--- config.mk ---
export PLATFORM = sky130hd
export DESIGN_NAME = uart_word_tx
export DESIGN_NICKNAME = d
export VERILOG_FILES = /design/src/rtl/uart_word_tx.sv
export SDC_FILE = /design/constraint.sdc
export NUM_CORES = 1
export LEC_CHECK = 0
export ABC_AREA = 1
export BUFFER_PORTS_ARGS = -buffer_cell sky130_fd_sc_hd__buf_4
export CAP_MARGIN = 10
export CORE_UTILIZATION = 57
export CTS_CLUSTER_DIAMETER = 150
export DETAILED_ROUTE_END_ITERATION = 6
export GPL_ROUTABILITY_DRIVEN = 0
export PLACE_DENSITY = 0.89
export SLEW_MARGIN = 20
export SYNTH_ARGS = -nofsm -noshare
export SYNTH_HDL_FRONTEND = slang
export SYNTH_SLANG_ARGS = --single-unit
--- constraint.sdc ---
create_clock -name clk -period 2.2 [get_ports clk]
set_clock_uncertainty 0.2 [all_clocks]
set_input_delay 0.22 -clock clk [delete_from_list [all_inputs] [get_ports clk]]
set_output_delay 0.22 -clock clk [all_outputs]
set_load 0.05 [all_outputs]
--- src/rtl/uart_word_tx.sv ---
// uart_word_tx: serialises an NBYTES-byte word as back-to-back 8N1 frames,
// most significant byte first, bits within each byte LSB first.

module uart_word_tx_chk #(
  parameter int CLKS_PER_BIT = 434,
  parameter int NBYTES       = 6,
  parameter int BAUD_W       = 9,
  parameter int BYTE_W       = 3
) (
  input  logic              i_clk,
  input  logic              i_rst_n,
  input  logic              i_uart_tx,
  input  logic              i_busy,
  input  logic              i_trans_done,
  input  logic [BAUD_W-1:0] i_baud_cnt,
  input  logic [BYTE_W-1:0] i_byte_cnt
);
  localparam logic [BAUD_W-1:0] BAUD_LAST = BAUD_W'(CLKS_PER_BIT - 1);
  localparam logic [BYTE_W-1:0] BYTE_LAST = BYTE_W'(NBYTES - 1);

  a_done_one_cycle: assert property (@(posedge i_clk) disable iff (!i_rst_n)
    i_trans_done |=> !i_trans_done);

  a_idle_line_high: assert property (@(posedge i_clk) disable iff (!i_rst_n)
    !i_busy |-> i_uart_tx);

  a_baud_in_range: assert property (@(posedge i_clk) disable iff (!i_rst_n)
    i_baud_cnt <= BAUD_LAST);

  a_byte_in_range: assert property (@(posedge i_clk) disable iff (!i_rst_n)
    i_byte_cnt <= BYTE_LAST);
endmodule

module uart_word_tx #(
  parameter int CLKS_PER_BIT = 434,
  parameter int NBYTES       = 6
) (
  input  logic                clk,
  input  logic                rst_n,
  input  logic                tx_start,
  input  logic [8*NBYTES-1:0] uart_data_in,
  output logic                uart_tx,
  output logic                busy,
  output logic                trans_done
);
  localparam int W      = 8 * NBYTES;
  localparam int BAUD_W = (CLKS_PER_BIT > 1) ? $clog2(CLKS_PER_BIT) : 1;
  localparam int BYTE_W = (NBYTES > 1) ? $clog2(NBYTES) : 1;
  localparam logic [BAUD_W-1:0] BAUD_LAST = BAUD_W'(CLKS_PER_BIT - 1);
  localparam logic [BYTE_W-1:0] BYTE_LAST = BYTE_W'(NBYTES - 1);

  typedef enum logic [1:0] {
    IDLE  = 2'd0,
    START = 2'd1,
    DATA  = 2'd2,
    STOP  = 2'd3
  } state_t;

  state_t            r_state;
  state_t            w_state_nxt;
  logic [W-1:0]      r_shift;
  logic [W-1:0]      w_shift_nxt;
  logic [BAUD_W-1:0] r_baud;
  logic [BAUD_W-1:0] w_baud_nxt;
  logic [2:0]        r_bit;
  logic [2:0]        w_bit_nxt;
  logic [BYTE_W-1:0] r_byte;
  logic [BYTE_W-1:0] w_byte_nxt;
  logic              r_tx;
  logic              w_tx_nxt;
  logic              r_busy;
  logic              w_busy_nxt;
  logic              r_done;
  logic              w_done_nxt;
  logic              w_baud_wrap;
  logic              w_last_byte;
  logic              w_accept;
  logic [7:0]        w_cur_byte;

  // The byte on the wire is always the top byte; the register shifts up between bytes.
  assign w_cur_byte  = r_shift[W-1 -: 8];
  assign w_baud_wrap = (r_baud == BAUD_LAST);
  assign w_last_byte = (r_byte == BYTE_LAST);
  // A word is taken from IDLE, or straight out of the final stop bit for gapless chaining.
  assign w_accept    = tx_start &&
                       ((r_state == IDLE) ||
                        ((r_state == STOP) && w_baud_wrap && w_last_byte));

  // Next-state and next-output logic.
  always_comb begin
    w_state_nxt = r_state;
    w_shift_nxt = r_shift;
    w_baud_nxt  = r_baud;
    w_bit_nxt   = r_bit;
    w_byte_nxt  = r_byte;
    w_tx_nxt    = r_tx;
    w_busy_nxt  = r_busy;
    w_done_nxt  = 1'b0;

    if (w_accept) begin
      w_state_nxt = START;
      w_shift_nxt = uart_data_in;
      w_baud_nxt  = '0;
      w_bit_nxt   = 3'd0;
      w_byte_nxt  = '0;
      w_tx_nxt    = 1'b0;
      w_busy_nxt  = 1'b1;
      w_done_nxt  = (r_state == STOP);
    end else begin
      case (r_state)
        IDLE: begin
          w_tx_nxt   = 1'b1;
          w_busy_nxt = 1'b0;
        end
        START: begin
          if (w_baud_wrap) begin
            w_state_nxt = DATA;
            w_baud_nxt  = '0;
            w_bit_nxt   = 3'd0;
            w_tx_nxt    = w_cur_byte[0];
          end else begin
            w_baud_nxt  = r_baud + BAUD_W'(1);
          end
        end
        DATA: begin
          if (w_baud_wrap) begin
            w_baud_nxt = '0;
            if (r_bit == 3'd7) begin
              w_state_nxt = STOP;
              w_tx_nxt    = 1'b1;
            end else begin
              w_bit_nxt   = r_bit + 3'd1;
              w_tx_nxt    = w_cur_byte[w_bit_nxt];
            end
          end else begin
            w_baud_nxt = r_baud + BAUD_W'(1);
          end
        end
        STOP: begin
          if (w_baud_wrap) begin
            w_baud_nxt = '0;
            if (!w_last_byte) begin
              w_state_nxt = START;
              w_byte_nxt  = r_byte + BYTE_W'(1);
              w_shift_nxt = r_shift << 4'd8;
              w_bit_nxt   = 3'd0;
              w_tx_nxt    = 1'b0;
            end else begin
              w_state_nxt = IDLE;
              w_done_nxt  = 1'b1;
              w_busy_nxt  = 1'b0;
              w_tx_nxt    = 1'b1;
            end
          end else begin
            w_baud_nxt = r_baud + BAUD_W'(1);
          end
        end
        default: begin
          w_state_nxt = IDLE;
          w_tx_nxt    = 1'b1;
          w_busy_nxt  = 1'b0;
        end
      endcase
    end
  end

  // State, datapath and output registers; reset aborts any frame in flight.
  always_ff @(posedge clk or negedge rst_n) begin
    if (!rst_n) begin
      r_state <= IDLE;
      r_shift <= '0;
      r_baud  <= '0;
      r_bit   <= 3'd0;
      r_byte  <= '0;
      r_tx    <= 1'b1;
      r_busy  <= 1'b0;
      r_done  <= 1'b0;
    end else begin
      r_state <= w_state_nxt;
      r_shift <= w_shift_nxt;
      r_baud  <= w_baud_nxt;
      r_bit   <= w_bit_nxt;
      r_byte  <= w_byte_nxt;
      r_tx    <= w_tx_nxt;
      r_busy  <= w_busy_nxt;
      r_done  <= w_done_nxt;
    end
  end

  assign uart_tx    = r_tx;
  assign busy       = r_busy;
  assign trans_done = r_done;

  uart_word_tx_chk #(
    .CLKS_PER_BIT (CLKS_PER_BIT),
    .NBYTES       (NBYTES),
    .BAUD_W       (BAUD_W),
    .BYTE_W       (BYTE_W)
  ) u_chk (
    .i_clk        (clk),
    .i_rst_n      (rst_n),
    .i_uart_tx    (r_tx),
    .i_busy       (r_busy),
    .i_trans_done (r_done),
    .i_baud_cnt   (r_baud),
    .i_byte_cnt   (r_byte)
  );
endmodule

==> impl_results.md <==
* CTS Buffer Depth at 2
* Register area at around 1700 um^2
* WP data arrival at approximately 2.2 ns
* Leakage at approximately 2.3 nW
* 1st-iter DRT viols at 305
* Reg-to-reg slack, setup at 0.1 ns
* Final Hold Viols at 0
* Sum Neg Setup Slack at 0 ns
* Final wirelength at between 9000 and 10000 um
* Clk_lat worst skew at ~0.36 ns
* Max-slew headroom at 63.59%
* Syn Nets at 492
* # DRC at 0
* DR pass1 iterations at 6
* Worst-path clk slew at about 0.080 ns
* HPWL after DPL at about 5300 um
* Max-Cap Viols at 0
* Initial antenna violation count at 0
* Pin count of the biggest net entering global routing at 71
* Buffers on Ports at 53
* Vias in the first global route at between 3000 and 4000
* Filler Cells Inserted at a little under 400
* R2R Path End: r_state[0]
* Syn. warnings at 0
* Post-Synthesis Cell Area at 3531 um^2
* #FFs+latches synth at 68
* Post-synthesis cell type count at 31
* GRT Util Overall at between 30% and 40%
* Global route overflow at 0
* # setup viols final at 0
* Clk sinks at 68
* Outcome: completed
* Critical Path End Type: flip-flop
* Root Buffer Master: clkbuf_8
* Setup crit end: r_state[0]
* Fmax at 475.7 MHz
* Placed instance area at approximately 4000 um^2
* Footprint of the multi-input gates at around 1600 um^2
* Predominant post-synthesis flop cell: dfrtp_1
* Setup crit start kind: flip-flop
* First-pass GRT wire length at approximately 15000 um
* DR WL/cell at between 15 and 20 um
* CP required at 2.25 ns
* Top Ports at 54
* Share of cells above drive strength 1 at between 10% and 20%
* H-tree levels at 3
* VDD IR max at about 0.0007 V
* Vias at between 3000 and 4000
* Min-delay worst type: input pin to flip-flop
* RSZ-0062 raised after global routing: true
* Nets at 590
* # rows at 28
* Die Height at between 80 and 90 um
* Cell area after layout at 4688 um^2
* Critical path origin: r_state[0]
* TritonCTS clock tree: built
* Worst Tran Pin Value at 0.5461 ns
* Antenna Cells at 0
* CP Class: flip-flop to flip-flop
* Area Overhead vs Synth at 32.78%
* CP max FO at 20
* Drt via density at roughly 5.8
* Cell count after synthesis at about 430
* Slew Viols, Final at 0
* Avg Cell Area, Syn at about 8.2 um^2
* Crit path time final at ~2.1 ns
* Die Area at 6513 um^2
* Die outline width at 80.71 um
* Core footprint at 5956 um^2
* Post-synth ARST share at between 90% and 100%
* Period Utilization, post-route at between 90% and 100%
* Total CTS buffers at 9
* Initial core utilization at around three fifths
* Seq/Total Area, Yosys at around half
* Detail Route Antenna Nets at 0
* Cells on worst reg2reg path at 11
* Number of flops mapped to enable cells by yosys at 0
* P per Cell Area at 1104 nW/um^2
* Reg2reg start: r_state[0]
-- how the worst min path moves through the flow --
stage,from,endpoint,slack (ns),cells past startpoint
final,tx_start,r_baud[7],0.03,4
after global routing,tx_start,r_baud[7],0.07,4
after CTS,tx_start,r_baud[7],0.02,4
after detailed placement,rst_n,r_baud[2],0.04,1
after global placement,rst_n,r_baud[2],0.04,1
after floorplan,rst_n,busy,-0.28,0
-- cells by family (layout without fill, tap and decap cells) --
kind of cell	count (synthesis)	in the layout	synth area share [%]
xor gates and xnor gates	3	3	0.7443
DFF	68	68	48.23
buffers and inverters	53	156	8.257
AOI/OAI and AO/OA	24	24	3.898
and+or+nand+nor	273	273	35.33
adders and majority gates	10	10	3.544
-- timing repair --
item,CTS,global route
setup endpoints to repair,0,56
gates resized for setup,0,12
buffers inserted,0,3
hold buffers,49,0
endpoints found under the hold margin,87,0
-- critical path, cell delays in order (launching register included) --
cell and delay [ns]:
dfrtp_1 0.45, ha_4 0.20, inv_1 0.08, nor2_4 0.15, nand3_2 0.12, nand2_2 0.12, nand2_2 0.11, buf_4 0.23
nand2_1 0.11, nand2_1 0.08, nand2_1 0.08, nand2_1 0.07
-- Yosys cell counts (2+ instances only) --
master    number  share of area [%]
nand3_1      138                 20
nand2_1      107                 11
dfrtp_1       67                 47
inv_1         25                2.7
nor2_1        12                1.3
a21oi_1       10                1.4
ha_1          10                3.5
buf_6          9                2.9
o21ai_0        6               0.85
buf_2          5               0.71
buf_4          5                1.1
clkbuf_1       4               0.43
nor2_2         4               0.71
inv_2          3               0.32
nand2_2        3               0.53
nand4_1        3               0.53
xor2_1         3               0.74
buf_1          2               0.21
nand3b_1       2               0.43
o21ai_1        2               0.28
-- registers in the layout (all words and copies together), names as in the netlist --
register	cells
trans_done	1
uart_tx	1
r_shift	48
r_baud	9
r_byte	3
r_bit	3
r_state	2
busy	1
-- layout make-up --
class / count / share of cell area, %
Multi-Input combinational cell: 310 / 33.49
Tap cell: 75 / 2.002
Timing Repair Buffer: 112 / 21.88
Inverter: 28 / 2.295
Clock buffer: 12 / 3.523
Sequential cell: 68 / 36.32
Clock inverter: 4 / 0.4804
-- per-stage QoR --
stage	utilization (%)	cells	hold slack, ns	setup WS, ns	total power [W]
2_1_floorplan	-	431	-0.2756	0.3184	0.003467
3_3_place_gp	66.34	541	0.03667	0.1061	0.003809
3_5_place_dp	66.34	541	0.04198	-0.001637	0.003935
4_1_cts	77.73	606	0.02064	0.002617	0.004972
5_1_grt	78.72	609	0.06773	-0.02429	0.005544
6_report	78.72	609	0.03378	0.09803	0.005177
-- power by group --
group	internal [W]	total, W	switching [W]
clock network	0.000496	0.000994	0.000498
registers	0.00177	0.00214	0.000364
logic	0.000831	0.00204	0.00121
-- cell usage in the layout, fill, tap and decap left out, drive strengths merged --
master,instances
a21oi,10
nand3,139
dlygate4sd3,49
o32ai,1
ha,10
inv,28
clkinv,3
a31o,1
dfrtp,67
and3,1
nor2,17
clkinvlp,1
xor2,3
nand3b,2
nand2,110
nand4,3
a31oi,1
nor3,1
buf,63
a22oi,1
clkbuf,12
dfstp,1
o21ai,9
a211oi,1
-- metal layers --
| metal | up-vias | global-route usage [%] | wire length (um) |
|---|---|---|---|
| li1 | 1635 | - | - |
| met1 | 1673 | 37.22 | 3712 |
| met3 | 40 | 7.955 | 531 |
| met5 | - | 0 | 0 |
| met2 | 170 | 54.75 | 5044 |
| met4 | 0 | 17.68 | 389 |
(Power assumes the default switching activity.)
